**src/rtl/instrumented_adder_sweep.sv**
```systemverilog
// Sweep sequencer for the instrumented adder: walks the ring insertion point and counts oscillations per bit.
// Optional macro INSTR_ADDER_SATURATE_EN selects a saturating counter with per-entry overflow flags.
module instrumented_adder_sweep #(
  parameter int WIDTH  = 32,
  parameter int CNT_W  = 16,
  parameter int WIN_W  = 16,
  parameter int SETTLE = 4
) (
  input  logic                     wb_clk_i,
  input  logic                     wb_rst_i,
  input  logic                     start,
  input  logic [$clog2(WIDTH)-1:0] first_bit,
  input  logic [$clog2(WIDTH)-1:0] last_bit,
  input  logic [WIN_W-1:0]         window,
  input  logic                     chain_out,
  output logic [WIDTH-1:0]         ring_bit_b,
  output logic                     ring_en,
  output logic                     busy,
  output logic                     done,
  output logic                     err,
  input  logic [$clog2(WIDTH)-1:0] rd_addr,
  output logic [CNT_W-1:0]         rd_data,
  output logic [WIDTH-1:0]         ovf
);

  localparam int AW = $clog2(WIDTH);
  localparam int SW = $clog2(SETTLE + 1);
  localparam int TW = (WIN_W > SW) ? WIN_W : SW;

  typedef enum logic [2:0] {IDLE, SETUP, RUN, STORE, NEXT, DONE} state_t;

  state_t           state;
  state_t           state_nxt;
  logic [AW-1:0]    cur_bit;
  logic [AW-1:0]    last_q;
  logic [WIN_W-1:0] win_q;
  logic [TW-1:0]    timer;
  logic [CNT_W-1:0] count;
  logic [CNT_W-1:0] count_inc;
  logic [2:0]       sync;
  logic             rise;
  logic             settle_done;
  logic             run_done;
  logic             accept;
  logic             clear_cnt;
  logic [CNT_W-1:0] res_buf [WIDTH];

  // sync[1:0] is the two-flop synchroniser; sync[2] holds the previous synchronised level
  assign rise        = sync[1] & ~sync[2];
  assign settle_done = (timer == TW'(SETTLE - 1));
  assign run_done    = (timer == TW'(win_q) - TW'(1));
  assign accept      = (state == IDLE) && start;
  assign clear_cnt   = accept || (state == NEXT);

  always_ff @(posedge wb_clk_i) begin
    if (wb_rst_i) state <= IDLE;
    else          state <= state_nxt;
  end

  always_comb begin
    state_nxt = state;
    case (state)
      IDLE:    if (start) state_nxt = (first_bit > last_bit) ? DONE : SETUP;
      SETUP:   if (settle_done) state_nxt = (win_q == '0) ? STORE : RUN;
      RUN:     if (run_done) state_nxt = STORE;
      STORE:   state_nxt = NEXT;
      NEXT:    state_nxt = (cur_bit == last_q) ? DONE : SETUP;
      DONE:    state_nxt = IDLE;
      default: state_nxt = IDLE;
    endcase
  end

  always_comb begin
    ring_bit_b = '1;
    ring_en    = 1'b0;
    busy       = 1'b0;
    done       = 1'b0;
    case (state)
      SETUP, STORE, NEXT: begin
        ring_bit_b = ~(WIDTH'(1) << cur_bit);
        busy       = 1'b1;
      end
      RUN: begin
        ring_bit_b = ~(WIDTH'(1) << cur_bit);
        ring_en    = 1'b1;
        busy       = 1'b1;
      end
      DONE:    done = 1'b1;
      default: ;
    endcase
  end

  // The phase timer restarts on every state change, so SETUP and RUN each measure from zero
  always_ff @(posedge wb_clk_i) begin
    if (wb_rst_i) begin
      timer   <= '0;
      sync    <= '0;
      cur_bit <= '0;
      last_q  <= '0;
      win_q   <= '0;
      err     <= 1'b0;
      rd_data <= '0;
      for (int i = 0; i < WIDTH; i++) res_buf[i] <= '0;
    end else begin
      timer   <= (state_nxt != state) ? '0 : timer + TW'(1);
      sync    <= {sync[1:0], chain_out};
      rd_data <= res_buf[rd_addr];
      if (accept) begin
        err     <= (first_bit > last_bit);
        cur_bit <= first_bit;
        last_q  <= last_bit;
        win_q   <= window;
      end
      if (state == STORE) res_buf[cur_bit] <= count;
      if ((state == NEXT) && (cur_bit != last_q)) cur_bit <= cur_bit + AW'(1);
    end
  end

  always_ff @(posedge wb_clk_i) begin
    if (wb_rst_i)                     count <= '0;
    else if (clear_cnt)               count <= '0;
    else if ((state == RUN) && rise)  count <= count_inc;
  end

`ifdef INSTR_ADDER_SATURATE_EN
  logic             sat_flag;
  logic [WIDTH-1:0] ovf_q;

  assign count_inc = (count == '1) ? count : count + CNT_W'(1);
  assign ovf       = ovf_q;

  // An edge arriving while the count is already at full scale marks the entry as overflowed
  always_ff @(posedge wb_clk_i) begin
    if (wb_rst_i) begin
      sat_flag <= 1'b0;
      ovf_q    <= '0;
    end else begin
      if (clear_cnt)                                         sat_flag <= 1'b0;
      else if ((state == RUN) && rise && (count == '1))      sat_flag <= 1'b1;
      if (state == STORE) ovf_q[cur_bit] <= sat_flag;
    end
  end
`else
  assign count_inc = count + CNT_W'(1);
  assign ovf       = '0;
`endif

endmodule

```
**config.mk**
```make
export PLATFORM = sky130hd
export DESIGN_NAME = instrumented_adder_sweep
export DESIGN_NICKNAME = d
export VERILOG_FILES = /design/src/rtl/instrumented_adder_sweep.sv
export SDC_FILE = /design/constraint.sdc
export NUM_CORES = 1
export LEC_CHECK = 0
export ABC_AREA = 1
export CORE_ASPECT_RATIO = 1.2
export CORE_MARGIN = 5
export CORE_UTILIZATION = 55
export DETAILED_ROUTE_END_ITERATION = 12
export HOLD_SLACK_MARGIN = 0.05
export PLACE_DENSITY = 0.78
export RECOVER_POWER = 25
export SKIP_LAST_GASP = 1
export SLEW_MARGIN = 30
export SYNTH_ARGS = -nofsm -noshare
export SYNTH_HDL_FRONTEND = slang
export SYNTH_SLANG_ARGS = --single-unit
```
**constraint.sdc**
```tcl
create_clock -name wb_clk_i -period 2.2 [get_ports wb_clk_i]
set_input_delay 0.22 -clock wb_clk_i [delete_from_list [all_inputs] [get_ports wb_clk_i]]
set_output_delay 0.22 -clock wb_clk_i [all_outputs]
set_load 0.005 [all_outputs]
```
=== Word level (Yosys, flattened, before mapping) ===
Memories as Yosys holds them, arrays and structs flattened. A register that Yosys moved wholly into a read port is not among the register bits.
Index checks and enable logic that the tools add are counted.

* Bits in registers: 65
* Latch bits: 0
* Bits in writable memories: 512
* ROM bits: 0
* Input port bits: 35
* Output and inout port bits: 84
* Word-level logic and storage cells: 60
* Memories kept: 1

* Add/sub/neg operators: 4
* Multipliers: 0
* Divide/modulo/power cells: 0
* Magnitude comparators: 1
* Equality and inequality tests: 10
* Shift operators: 1
* Mux-type cells: 21
* Bitwise gates (word level): 3
* Reductions and logical operators: 11

{| class="wikitable"
|+ Memory list
! name !! depth !! width !! rd ports !! clocked after memory_dff !! wr ports !! RTL line !! RTL
|-
| res_buf || 32 || 16 || 1 || 1 || 32 || 46 || <nowiki>logic [CNT_W-1:0] res_buf [WIDTH];</nowiki>
|}

{| class="wikitable"
|+ Operators by type and width
! operator !! count
|-
| $add A16 B1 Y16 const B || 2
|-
| $mux W32 || 1
|-
| $not A32 Y32 || 1
|-
| $shl A1 B5 Y32 const A || 1
|-
| $eq A16 B16 Y1 || 1
|-
| $eq A16 B2 Y1 const B || 1
|-
| $logic_not A16 Y1 || 1
|-
| $mux W16 || 1
|-
| $reduce_or A16 Y1 || 1
|-
| $sub A16 B1 Y16 const B || 1
|-
| $mux W3 || 5
|-
| $mux W5 || 3
|-
| $pmux W3 S5 || 1
|-
| $mux W1 || 10
|-
| $eq A3 B2 Y1 const B || 2
|-
| $eq A3 B3 Y1 const B || 2
|-
| $add A5 B1 Y5 const B || 1
|-
| $eq A5 B5 Y1 || 1
|-
| $gt A5 B5 Y1 || 1
|-
| $ne A5 B5 Y1 || 1
|-
| $reduce_or A2 Y1 || 2
|-
| $reduce_or A4 Y1 || 1
|-
| $eq A3 B1 Y1 const B || 1
|-
| $logic_and A1 B1 Y1 || 3
|-
| 6 further kinds || 6
|}

=== Longest topological paths before layout ===
* Depth in word-level cells: 6
* Gate-level depth with buffers: 17
* Gate-level depth less buffers: 16

=== Worst setup path before layout ===
OpenSTA, ideal clock, no wires.

* Path kind: register -> register
* Start: register state[0]
* End: memory res_buf[18][0], enable pin
* Library setup time: 372 ps
* Data arrival time: 1769 ps
* Required time: 1828 ps
* Path slack: 59 ps
* Stages on the path, launching flop included: 9
* Period minus slack after synthesis: 2141 ps
* Cells stage by stage: dfxtp_1 -> inv_1 -> nor2_1 -> inv_1 -> nor2_2 -> buf_2 -> nand2_1 -> clkbuf_1 -> nand2_1

{| class="wikitable"
|+ RTL lines
! item !! RTL line !! RTL
|-
| start: declaration || 32 || <nowiki>state_t state;</nowiki>
|-
| start signal: assignment || 57 || <nowiki>else state <= state_nxt;</nowiki>
|-
| end: declaration || 46 ||
|}

=== Final worst setup path ===
* Start: register state[1]
* End: output port ring_bit_b[10]

* Word-level cells in the longest chain between the ends: 3
* Elaborated cells on any way between the ends: 6
* Classes of those cells: eq/ne: 4; mux: 1; reduce/logical: 1

{| class="wikitable"
|+ RTL lines
! item !! RTL line !! RTL
|-
| $eq A3 B2 Y1 (tied with other cells) || 78 || <nowiki>case (state)</nowiki>
|-
| $reduce_or A4 Y1 (no source line) (*) || - ||
|-
| $mux W32 (*) || - ||
|-
| end: declaration || 16 || <nowiki>output logic [WIDTH-1:0] ring_bit_b,</nowiki>
|}

Mark *: on every way between the ends. The rest lies on a longest branch, timed or not.

==> flow_summary.ini <==
[outcome]
outcome = complete, but fails checks
violations = setup timing

[detailed_routing]
drt_iter0_drc = 2850
vias = 21700
ant_nets = 0
routed_wl_um = 77400
wire_per_inst_um = 21.6
drc = 0
firstDrtPassIters = 6
viasPerCell = 6.08

[synthesis]
ys_seq_area_share_pct = 62.9
async_flop_share_pct = 0
synth_commonest_cells = nor2_1 (891), edfxtp_1 (512), o21ai_0 (303), nand2_1 (245), clkbuf_1 (163)
syn_area_per_cell_um2 = 9.71
yosysTopAreaCell = edfxtp_1
ys_top_cells_by_area = edfxtp_1 (57%), nor2_1 (12%), dfxtp_1 (6.0%)
synthFlopType = edfxtp_1
synth_cell_types = 43
netlist_instances = 2782
yosysTopAreaCellShare_pct = 56.9
yosysMostFrequentCell = nor2_1
syn-cell-area_um2 = 27000
ys_warn_count = 0
synth_seq_cells = 593
synth_edf_count = 512

[setup_path]
worstSetupPathType = flop to output port
crit_fanout = 7
critPathSlowestCell = dfxtp_4
crit_family = buffers and inverters
crit_arrival_ns = 2.04
setup.worst_path.start_class = flop
crit_required_ns = 1.98
cp_slowest_stage_delay_ns = 0.38
path_cells = nor2_4 -> inv_2 -> nor2_4 -> inv_2 -> nand3b_1 -> buf_4 -> buf_16 -> nand2_2 -> buf_2
end_kind = output port
path_buf_inv = 5

[global_route]
grt_use_total_pct = 28.1
grt_max_degree = 99
antenna_found_initial = 1
grt_pass1_vias = 21000
grt_pass1_wl_um = 117000
grt-ovfl-total = 0

[floorplan]
rows = 89
start_util_pct = 55.2
io_pins = 119
coreArea_um2 = 48900
die_w_um = 212
fp.dieH_um = 253
dieArea_um2 = 53600

[min_path]
hp-class = primary input to flop

[final_layout]
utilization_pct = 64.2
fillers = 3640
multiInputGateArea_um2 = 8930
layout-drive-gt1-share_pct = 13.6
syn2layout_area_growth_pct = 16.1
final_cells = 3579
diodes = 0
nNetsFinal = 2947
area.sequential_um2 = 17000

[sta]
setup_slack_ns = -0.0600
drv_slew = 0
hold_viol_final = 0
fin_skew_ns = 0.0174
period_share_pct = 103
max_slew_margin_pct = 39.3
rsz0062_at_grt = true
min_period_ns = 2.26
max_freq_ghz = 0.442
setup_tns_ns = -0.454
worst_pin_slew_ns = 0.910
finalSetupViolations = 17

[placed_design]
dpl.cell_count = 3456
gp_congestion = 0.969
hpwl_um = 49400
io_buffers = 86

[job]
cap_violations = 0

[clocking]
postCtsHoldBufs = 0
numCtsBuffers = 55
clk_latency_ns = 0.61
cts_root_buf = clkbuf_16
cts_tree = yes
cts.reportedPaths.clkPinSlew_ns = 0.07
cts_buffer_depth = 3
cts_max_level = 2
cts.sinks = 593

[pwr]
ir_drop_mv = 0.713
p_per_area_nw_per_um2 = 786
p_leak_nw = 11.0
[path summary, 6_finish.rpt]
path         slack (ns)                            to  cells past startpoint                    start
max               -0.06                ring_bit_b[10]                      9      state[1]$_SDFF_PP0_
min                0.15            sync[0]$_SDFF_PP0_                      3                chain_out
max reg2reg        0.05  res_buf[12][5]$_SDFFCE_PN0P_                      5  cur_bit[2]$_SDFFE_PP0P_
min reg2reg        0.41            sync[1]$_SDFF_PP0_                      2       sync[0]$_SDFF_PP0_
[tightest hold or removal path, delay by kind of cell]
kind	cells	cell delay, ns
buffers and inverters	2	0.47
and+or+nand+nor	1	0.04
[through the flow]
step           hold WS, ns  area [um2]  worst slack (ns)  power, mW
6_report             0.149       31400           -0.0600       24.7
5_1_grt              0.154       31400            -0.138       25.4
4_1_cts              0.131       31200           -0.0704       24.5
3_5_place_dp         0.395       29200            -0.245       15.3
3_3_place_gp         0.394       29200            -0.182       15.2
2_1_floorplan        0.327       27100            0.0593       14.4
[metal layers]
layer	part of all wire [%]	track usage, %	vias to the layer above	routed length (um)
met5	0.019	0	-	15
met4	5.7	14.2	2	4380
met3	10	5.02	248	8090
met2	49	46.8	1380	37900
met1	35	35.6	10400	27000
li1	-	-	9695	-
[logic make-up after synthesis]
kind of cell	Yosys count	share of synthesized area, %
and+or+nand+nor	1284	18.9
adders and majority gates	14	0.649
other	1	0.0139
xor gates and xnor gates	27	0.876
DFF	593	62.9
AOI/OAI and AO/OA	509	11.0
buffers and inverters	354	5.60
[cells in the final DEF, fill, tap and decap left out, drive strengths merged, types with 2 or more instances in the layout]
cell,instances
ha,14
buf,215
nand3,89
xnor2,7
nor3,16
nand4,8
inv,105
clkinv,24
nor2,911
clkdlybuf4s50,49
o211ai,2
edfxtp,512
nor4,2
nand3b,4
conb,32
o21ai,308
o221ai,88
bufinv,3
a31oi,18
o22ai,40
xor2,20
nand2,252
clkbuf,83
dfxtp,81
a21oi,49
[state kept, by name, summed over array words and instances (netlist names)]
signal   count
err          1
timer       16
cur_bit      5
sync         3
state        3
last_q       5
res_buf    512
win_q       16
rd_data     16
count       16
[report_power, final]
group | internal [mW] | switching [mW]
Sequential | 12.6 | 0.180
Clock | 5.15 | 4.09
Combinational | 0.945 | 1.70
Total | 18.7 | 5.97
[final cells by class]
| cell class | count | share of cell area, % |
|---|---|---|
| Clock inverter | 20 | 0.563 |
| Timing Repair Buffer | 268 | 7.90 |
| Multi-Input combinational cell | 1867 | 28.5 |
| Clock buffer | 81 | 4.87 |
| Inverter | 113 | 1.40 |
| Tap cell | 637 | 2.54 |
| Sequential cell | 593 | 54.3 |
[what timing repair did]
action | CTS | global route
gates resized for setup | 207 | 56
pin swaps | 2 | 17
endpoints found under the setup margin | 34 | 52
gates cloned | 3 | 1
buffers inserted | 16 | 7
Note: power is estimated with default switching activity, not from simulation.
